File: config.mk
export PLATFORM = sky130hd
export DESIGN_NAME = bubble_timing_gen
export DESIGN_NICKNAME = d
export VERILOG_FILES = /design/src/rtl/bubble_timing_gen.sv
export SDC_FILE = /design/constraint.sdc
export NUM_CORES = 1
export LEC_CHECK = 0
export ABC_CLOCK_PERIOD_IN_PS = 4100
export CORE_MARGIN = 2
export CORE_UTILIZATION = 50
export CTS_BUF_LIST = sky130_fd_sc_hd__clkbuf_8
export DETAILED_ROUTE_END_ITERATION = 12
export MAX_ROUTING_LAYER = met4
export PLACE_DENSITY = 0.7
export SYNTH_ARGS = -nofsm -noshare
export SYNTH_HDL_FRONTEND = slang
export SYNTH_SLANG_ARGS = --single-unit
File: constraint.sdc
create_clock -name MCLK -period 4.1 [get_ports MCLK]
set_clock_uncertainty 0.05 [all_clocks]
set_input_delay 0.615 -clock MCLK [delete_from_list [all_inputs] [get_ports MCLK]]
set_output_delay 0.615 -clock MCLK [all_outputs]
set_load 0.01 [all_outputs]
File: src/rtl/bubble_timing_gen.sv
`default_nettype none
// +----------------------------------------------------------------------------+
// | Module      : bubble_timing_gen                                            |
// | Description : Timing generator for a magnetic-bubble memory controller.    |
// |               Divides MCLK into CLKOUT, synchronises the bubble control    |
// |               strobes, runs the access state machine, the rotating-field   |
// |               phase counter, the absolute loop position and the            |
// |               invalid/valid quarter-tick counters of a transfer.           |
// |                                                                            |
// | Ports       : MCLK        in   system clock, all state on rising edge      |
// |               RST         in   asynchronous active-high reset              |
// |               nINCTRL     in   low = control strobes valid, high = all 1   |
// |               nBSS        in   bubble start/stop strobe, active low        |
// |               nBSEN       in   bubble shift enable, active low             |
// |               nREPEN      in   replicate enable, active low                |
// |               nBOOTEN     in   boot-loop enable, active low                |
// |               CLKOUT      out  MCLK / (2*MCLK_DIV), free running           |
// |               ACCTYPE     out  access state code (bit2 rotate, bit1 xfer)  |
// |               ABSPOS      out  absolute minor-loop position                |
// |               BOUTBITNUM  out  current output bit number                   |
// |               BOUTTICKS   out  quarter-cycle index within current bit      |
// |               BOUTVALID   out  BOUTBITNUM/BOUTTICKS are meaningful         |
// |               XFERDONE    out  one-MCLK pulse on the last quarter tick     |
// |               nMACT       out  low while the magnetic field rotates        |
// |                                                                            |
// | Config      : BUBBLE_INPUT_SYNC_EN defined   -> 4-stage input synchroniser |
// |               BUBBLE_INPUT_SYNC_EN undefined -> 1-stage input register     |
// |                                                                            |
// | Revision    : 1.0  initial release                                         |
// +----------------------------------------------------------------------------+
module bubble_timing_gen #(
  parameter int MCLK_DIV       = 6,
  parameter int CYCLE_CLKS     = 480,
  parameter int LOOP_LEN       = 2053,
  parameter int INIT_POS       = LOOP_LEN - 2,
  parameter int INVALID_CYCLES = 98,
  parameter int BOOT_BITS      = 4106,
  parameter int PAGE_BITS      = 584,
  localparam int POS_W         = $clog2(LOOP_LEN),
  localparam int BIT_W         = $clog2((BOOT_BITS > PAGE_BITS) ? BOOT_BITS : PAGE_BITS)
) (
  input  logic             MCLK,
  input  logic             RST,
  input  logic             nINCTRL,
  input  logic             nBSS,
  input  logic             nBSEN,
  input  logic             nREPEN,
  input  logic             nBOOTEN,
  output logic             CLKOUT,
  output logic [2:0]       ACCTYPE,
  output logic [POS_W-1:0] ABSPOS,
  output logic [BIT_W-1:0] BOUTBITNUM,
  output logic [1:0]       BOUTTICKS,
  output logic             BOUTVALID,
  output logic             XFERDONE,
  output logic             nMACT
);

  // --------------------------------------------------------------------------
  // Constants
  // --------------------------------------------------------------------------
`ifdef BUBBLE_INPUT_SYNC_EN
  localparam int c_sync_depth = 4;
`else
  localparam int c_sync_depth = 1;
`endif

  localparam int c_div_w = (MCLK_DIV > 1) ? $clog2(MCLK_DIV) : 1;
  localparam logic [c_div_w-1:0] c_div_last = c_div_w'(MCLK_DIV - 1);

  localparam int c_ph_w = $clog2(CYCLE_CLKS);
  localparam logic [c_ph_w-1:0] c_ph_last = c_ph_w'(CYCLE_CLKS - 1);
  localparam logic [c_ph_w-1:0] c_ph_q1   = c_ph_w'(CYCLE_CLKS / 4);
  localparam logic [c_ph_w-1:0] c_ph_q2   = c_ph_w'(CYCLE_CLKS / 2);
  localparam logic [c_ph_w-1:0] c_ph_q3   = c_ph_w'((3 * CYCLE_CLKS) / 4);

  localparam logic [POS_W-1:0] c_pos_last = POS_W'(LOOP_LEN - 1);
  localparam logic [POS_W-1:0] c_pos_init = POS_W'(INIT_POS);

  localparam int c_inv_w = (INVALID_CYCLES > 0) ? $clog2(4 * INVALID_CYCLES + 1) : 1;
  localparam logic [c_inv_w-1:0] c_inv_max = c_inv_w'(4 * INVALID_CYCLES);

  // Valid-quarter count = {bit number, quarter index}
  localparam int c_val_w = BIT_W + 2;
  localparam logic [c_val_w-1:0] c_boot_last = c_val_w'(4 * BOOT_BITS - 1);
  localparam logic [c_val_w-1:0] c_boot_pen  = c_val_w'(4 * BOOT_BITS - 2);
  localparam logic [c_val_w-1:0] c_page_last = c_val_w'(4 * PAGE_BITS - 1);
  localparam logic [c_val_w-1:0] c_page_pen  = c_val_w'(4 * PAGE_BITS - 2);

  typedef enum logic [2:0] {
    ST_RST  = 3'b000,
    ST_STBY = 3'b001,
    ST_IDLE = 3'b100,
    ST_BOOT = 3'b110,
    ST_USER = 3'b111
  } state_t;

  // --------------------------------------------------------------------------
  // Input synchroniser. nINCTRL high forces every strobe inactive before the
  // first stage, so a masked input can never reach the state machine.
  // --------------------------------------------------------------------------
  logic [3:0]                    w_ctrl_raw;
  logic [c_sync_depth-1:0][3:0]  r_sync;
  logic                          w_bss;
  logic                          w_bsen;
  logic                          w_repen;
  logic                          w_booten;

  assign w_ctrl_raw = {nBSS, nBSEN, nREPEN, nBOOTEN} | {4{nINCTRL}};

  always_ff @(posedge MCLK or posedge RST) begin
    if (RST) begin
      r_sync <= '1;
    end else begin
      r_sync[0] <= w_ctrl_raw;
      for (int i = 1; i < c_sync_depth; i++) begin
        r_sync[i] <= r_sync[i-1];
      end
    end
  end

  assign w_bss    = r_sync[c_sync_depth-1][3];
  assign w_bsen   = r_sync[c_sync_depth-1][2];
  assign w_repen  = r_sync[c_sync_depth-1][1];
  assign w_booten = r_sync[c_sync_depth-1][0];

  // --------------------------------------------------------------------------
  // Clock divider
  // --------------------------------------------------------------------------
  logic [c_div_w-1:0] r_div;
  logic               r_clkout;

  always_ff @(posedge MCLK or posedge RST) begin
    if (RST) begin
      r_div    <= '0;
      r_clkout <= 1'b1;
    end else if (r_div == c_div_last) begin
      r_div    <= '0;
      r_clkout <= ~r_clkout;
    end else begin
      r_div    <= r_div + c_div_w'(1);
    end
  end

  // --------------------------------------------------------------------------
  // Access state machine
  // --------------------------------------------------------------------------
  state_t r_state;
  state_t w_state_nxt;

  always_ff @(posedge MCLK or posedge RST) begin
    if (RST) begin
      r_state <= ST_RST;
    end else begin
      r_state <= w_state_nxt;
    end
  end

  always_comb begin
    w_state_nxt = r_state;
    case (r_state)
      ST_RST: begin
        if (!w_bss) w_state_nxt = ST_STBY;
      end
      // Standby ignores the abort combination and waits for shift enable.
      ST_STBY: begin
        if (w_bss && !w_bsen) w_state_nxt = w_booten ? ST_IDLE : ST_BOOT;
      end
      ST_IDLE: begin
        if (w_bss && w_bsen)  w_state_nxt = ST_RST;
        else if (!w_repen)    w_state_nxt = ST_USER;
      end
      ST_BOOT, ST_USER: begin
        if (w_bss && w_bsen)  w_state_nxt = ST_RST;
      end
      default: w_state_nxt = ST_RST;
    endcase
  end

  // --------------------------------------------------------------------------
  // Rotating-field phase and absolute position. Once started, the phase
  // counter always finishes its cycle so the field stops at a known angle.
  // --------------------------------------------------------------------------
  logic [c_ph_w-1:0] r_phase;
  logic [POS_W-1:0]  r_abspos;
  logic              w_ph_adv;
  logic              w_tick;

  assign w_ph_adv = r_state[2] | (r_phase != '0);
  assign w_tick   = w_ph_adv & ((r_phase == '0) || (r_phase == c_ph_q1) ||
                                (r_phase == c_ph_q2) || (r_phase == c_ph_q3));

  always_ff @(posedge MCLK or posedge RST) begin
    if (RST) begin
      r_phase  <= '0;
      r_abspos <= c_pos_init;
    end else if (w_ph_adv) begin
      if (r_phase == c_ph_last) begin
        r_phase  <= '0;
        r_abspos <= (r_abspos == c_pos_last) ? '0 : r_abspos + POS_W'(1);
      end else begin
        r_phase  <= r_phase + c_ph_w'(1);
      end
    end
  end

  // --------------------------------------------------------------------------
  // Transfer quarter-tick counters. The first tick after the invalid window
  // only raises BOUTVALID so that bit 0 / quarter 0 is presented; later ticks
  // advance the valid count until the last quarter of the last bit.
  // --------------------------------------------------------------------------
  logic [c_inv_w-1:0] r_inv;
  logic [c_val_w-1:0] r_val;
  logic               r_valid;
  logic               r_xferdone;
  logic [c_val_w-1:0] w_val_last;
  logic [c_val_w-1:0] w_val_pen;

  assign w_val_last = (r_state == ST_USER) ? c_page_last : c_boot_last;
  assign w_val_pen  = (r_state == ST_USER) ? c_page_pen  : c_boot_pen;

  always_ff @(posedge MCLK or posedge RST) begin
    if (RST) begin
      r_inv      <= '0;
      r_val      <= '0;
      r_valid    <= 1'b0;
      r_xferdone <= 1'b0;
    end else begin
      r_xferdone <= 1'b0;
      if (!r_state[1]) begin
        r_inv   <= '0;
        r_val   <= '0;
        r_valid <= 1'b0;
      end else if (w_tick) begin
        if (r_inv < c_inv_max) begin
          r_inv <= r_inv + c_inv_w'(1);
        end else if (!r_valid) begin
          r_valid <= 1'b1;
        end else if (r_val != w_val_last) begin
          r_val <= r_val + c_val_w'(1);
          if (r_val == w_val_pen) r_xferdone <= 1'b1;
        end
      end
    end
  end

  // --------------------------------------------------------------------------
  // Outputs
  // --------------------------------------------------------------------------
  assign CLKOUT     = r_clkout;
  assign ACCTYPE    = r_state;
  assign ABSPOS     = r_abspos;
  assign BOUTBITNUM = r_val[c_val_w-1:2];
  assign BOUTTICKS  = r_val[1:0];
  assign BOUTVALID  = r_valid;
  assign XFERDONE   = r_xferdone;
  assign nMACT      = ~w_ph_adv;

endmodule
`default_nettype wire
==> summary.txt <==
top_reg_cell synth: dfrtp_1
clock slew at reported path FFs: 0.07 ns
Clk Latency, worst-skew pair: 0.33 ns
nets@finish: 371
critical path, cell by cell: inv_1 > ha_1 > or4b_4 > or3_1 > inv_1 > clkdlybuf4s50_1
Yosys Warn Count: 0
final setup fails: 0
Peak VDD IR: 0.2508 mV
io pins: 41
Internal: 1.075 mW
status: finished clean
Gate power share: 16.2%
post-synthesis cell area: 3122 sq um
Clk pwr share: 37.9%
Mapped Nets: 330
DRC violation count after routing: 0
Max clock buf depth: 2
crit-path leading delay family: simple AND/OR/NAND/NOR gates
Buf/Inv on CP: 3
commonest non-fill, non-tap cell in the layout: dfrtp_1
crit path launch: r_phase[0]$_DFFE_PP0N_
PostCTS Resize Cnt: 0
Slew @ Worst Pin: 0.8275 ns
GR Util All Layers: 21.00%
Port-buffer cells: 40
P per Cell Area: 400.1 nW/um^2
required time of the critical path: 3.43 ns
Iter 0 DRT Violations: 196
routed vias/inst: 5.851
CTS tree: done
std cell rows: 28
Wirelength per Cell: 15.25 um
Final Max Tran Viols: 0
crit path capture type: output pin
area delta synth->final: 21.56%
vias: 2,557
reg2reg start: r_phase[0]$_DFFE_PP0N_
Crit Path Category: flip-flop to output pin
Setup TNS Final: 0 ns
Post-Place Cell Area: 3577 sq um
Largest stage delay, worst path: 0.55 ns
post-synthesis sequential area ratio: 46.81%
Tcrit/Tclk final: 82.02%
most frequent cells in the layout: dfrtp_1 (50), clkdlybuf4s50_1 (40), nand2_1 (26)
H-tree lvl count: 3
max cap viols: 0
largest net degree at the start of global routing: 41
die span in x: 83.02 um
Die H: 83.02 um
most frequent CP cell: inv_1
antenna-violating nets left: 0
root buffer cell: clkbuf_8
WHS: 0.4387 ns
clock sinks: 58
vias in the first global route: 2,474
switching portion of total power: 29.23%
pre-CTS WS: 1.086 ns
filler cell count: 508
placer congestion estimate: 0.7824
Die ar.: 6891 sq um
fmax: 0.2974 GHz
first-pass GRT wire length: 11.70 mm
setup bufs post-CTS: 0
layout cell share with drive strength beyond 1: 11.60%
Syn Inst Count: 316
hold path startpoint: CLKOUT$_DFFE_PP1P_
Yosys reg bits: 58
final hold violations: 0
Detail Placement HPWL: 4.623 mm
Overflow after GRT: 0
Seq pwr share: 45.9%
Routed WL: 6.665 mm
Initial Util: 52.11%
HP Class: flip-flop to flip-flop
Startpoint Class: flip-flop
Switch Pwr: 0.4439 mW
Max Fanout on Critical Path: 6
P_leak: 1.507 nW
Arr. time, crit path: 2.70 ns
Synth async-reset ratio: 100.0%
count of flip-flops with a built-in enable after synthesis: 0
fin worst setup slack: 0.7374 ns
initial antenna violation count: 0
fin area: 3795 sq um
Post-Syn Area per Cell: 9.879 sq um
DR pass1 iterations: 4
clock period minus worst slack: 3.363 ns
slew margin rel.: 44.75%
antenna fix cells: 0
Synth cell types: 56
CTS buffer count: 9
RSZ-0062 raised after global routing: false
Slowest-stage cell, CP: clkdlybuf4s50_1
Core ar.: 5991 sq um
hold_buf cts: 0
## sequential cells by signal, indices dropped and copies added (netlist names)
name,cells
r_div,3
r_inv,9
r_sync,4
BOUTVALID,1
ACCTYPE,3
r_phase,9
XFERDONE,1
ABSPOS,12
CLKOUT,1
r_val,15
## per-stage QoR
step                power, mW  util, %  std cells
floorplan              0.8942        -        316
global placement       0.9398    59.71        421
detailed placement     0.9517    59.71        421
CTS                     1.530    63.35        437
global route            1.600    63.35        437
finish                  1.518    63.35        437
## worst register-to-register path, cell delays in order, from the launching register on
cell and delay (ns):
dfrtp_1 0.41, inv_1 0.11, ha_1 0.19, or4b_4 0.49
a21oi_4 0.29, o211ai_2 0.23, or4_1 0.52, a21oi_1 0.16
## synthesized netlist by cell type (3+ instances only)
cell,count,share of area [%]
dfrtp_1,50,40
nand2_1,26,3.1
o21ai_0,20,3.2
inv_1,17,2.0
nor2_1,16,1.9
a21oi_1,15,2.4
or3_1,15,3.0
nand3_1,13,2.1
xnor2_1,12,3.4
clkbuf_1,10,1.2
and3_1,8,1.6
dfstp_2,8,6.7
nand4_1,8,1.6
ha_1,7,2.8
mux2i_1,6,1.9
nand2b_1,6,1.2
or4_1,6,1.4
o31ai_1,5,1.2
xor2_1,5,1.4
and4_1,4,1.1
nor3_1,4,0.64
nor4b_1,4,1.1
or2_2,4,0.80
nand4b_1,3,0.84
nor4_1,3,0.60
o41ai_1,3,0.84
## power by group through the flow
stage / registers, mW / clock network [mW] / logic [mW]
after floorplan: 0.667 / 0 / 0.227
after global placement: 0.703 / 0 / 0.237
after detailed placement: 0.707 / 0 / 0.245
after CTS: 0.697 / 0.586 / 0.248
after global routing: 0.708 / 0.615 / 0.277
final: 0.698 / 0.575 / 0.246
## area by class of cell
cell class                 instances  area (sq um)  area share (%)
sequential                        58          1461           38.51
multi-input combinational        229          1543           40.65
tap                               75         93.84           2.473
inverter                          17         63.81           1.682
clock inverter                     7         93.84           2.473
clock buffer                       9         123.9           3.264
timing repair buffer              42         415.4           10.95
## path summary, 6_finish.rpt
kind	end	slack, ns	cells past startpoint
max	nMACT	0.74	6
min reg2reg	CLKOUT$_DFFE_PP1P_	0.44	1
max in group asynchronous	ABSPOS[0]$_DFFE_PP1P_	2.45	3
max reg2reg	r_val[11]$_DFFE_PP0P_	1.57	7
min in group asynchronous	ABSPOS[10]$_DFFE_PP0P_	0.72	2
min	CLKOUT$_DFFE_PP1P_	0.44	1
## cell families (layout without fill, tap and decap cells)
group                    count (synthesis)  in the layout  share of synthesized area, %
AO/OA/AOI/OAI                           69             69                         15.35
multiplexers                             7              7                         2.285
XOR/XNOR                                17             17                         4.769
AND/OR/NAND/NOR                        129            129                         24.21
adder cells (fa/ha/maj)                  7              7                         2.805
flip-flops                              58             58                         46.81
buffers and inverters                   29             75                         3.767
## metal layers
| layer | part of all wire (%) | vias to the layer above | wire, um | global-route usage [%] |
|---|---|---|---|---|
| met1 | 48 | 1268 | 3209 | 28.95 |
| met3 | 2.1 | 7 | 137 | 3.579 |
| met5 | 0 | - | 0 | - |
| li1 | - | 1249 | - | - |
| met4 | 0.86 | 0 | 57 | 7.303 |
| met2 | 49 | 33 | 3261 | 31.60 |
Note: power is estimated with default switching activity, not from simulation.
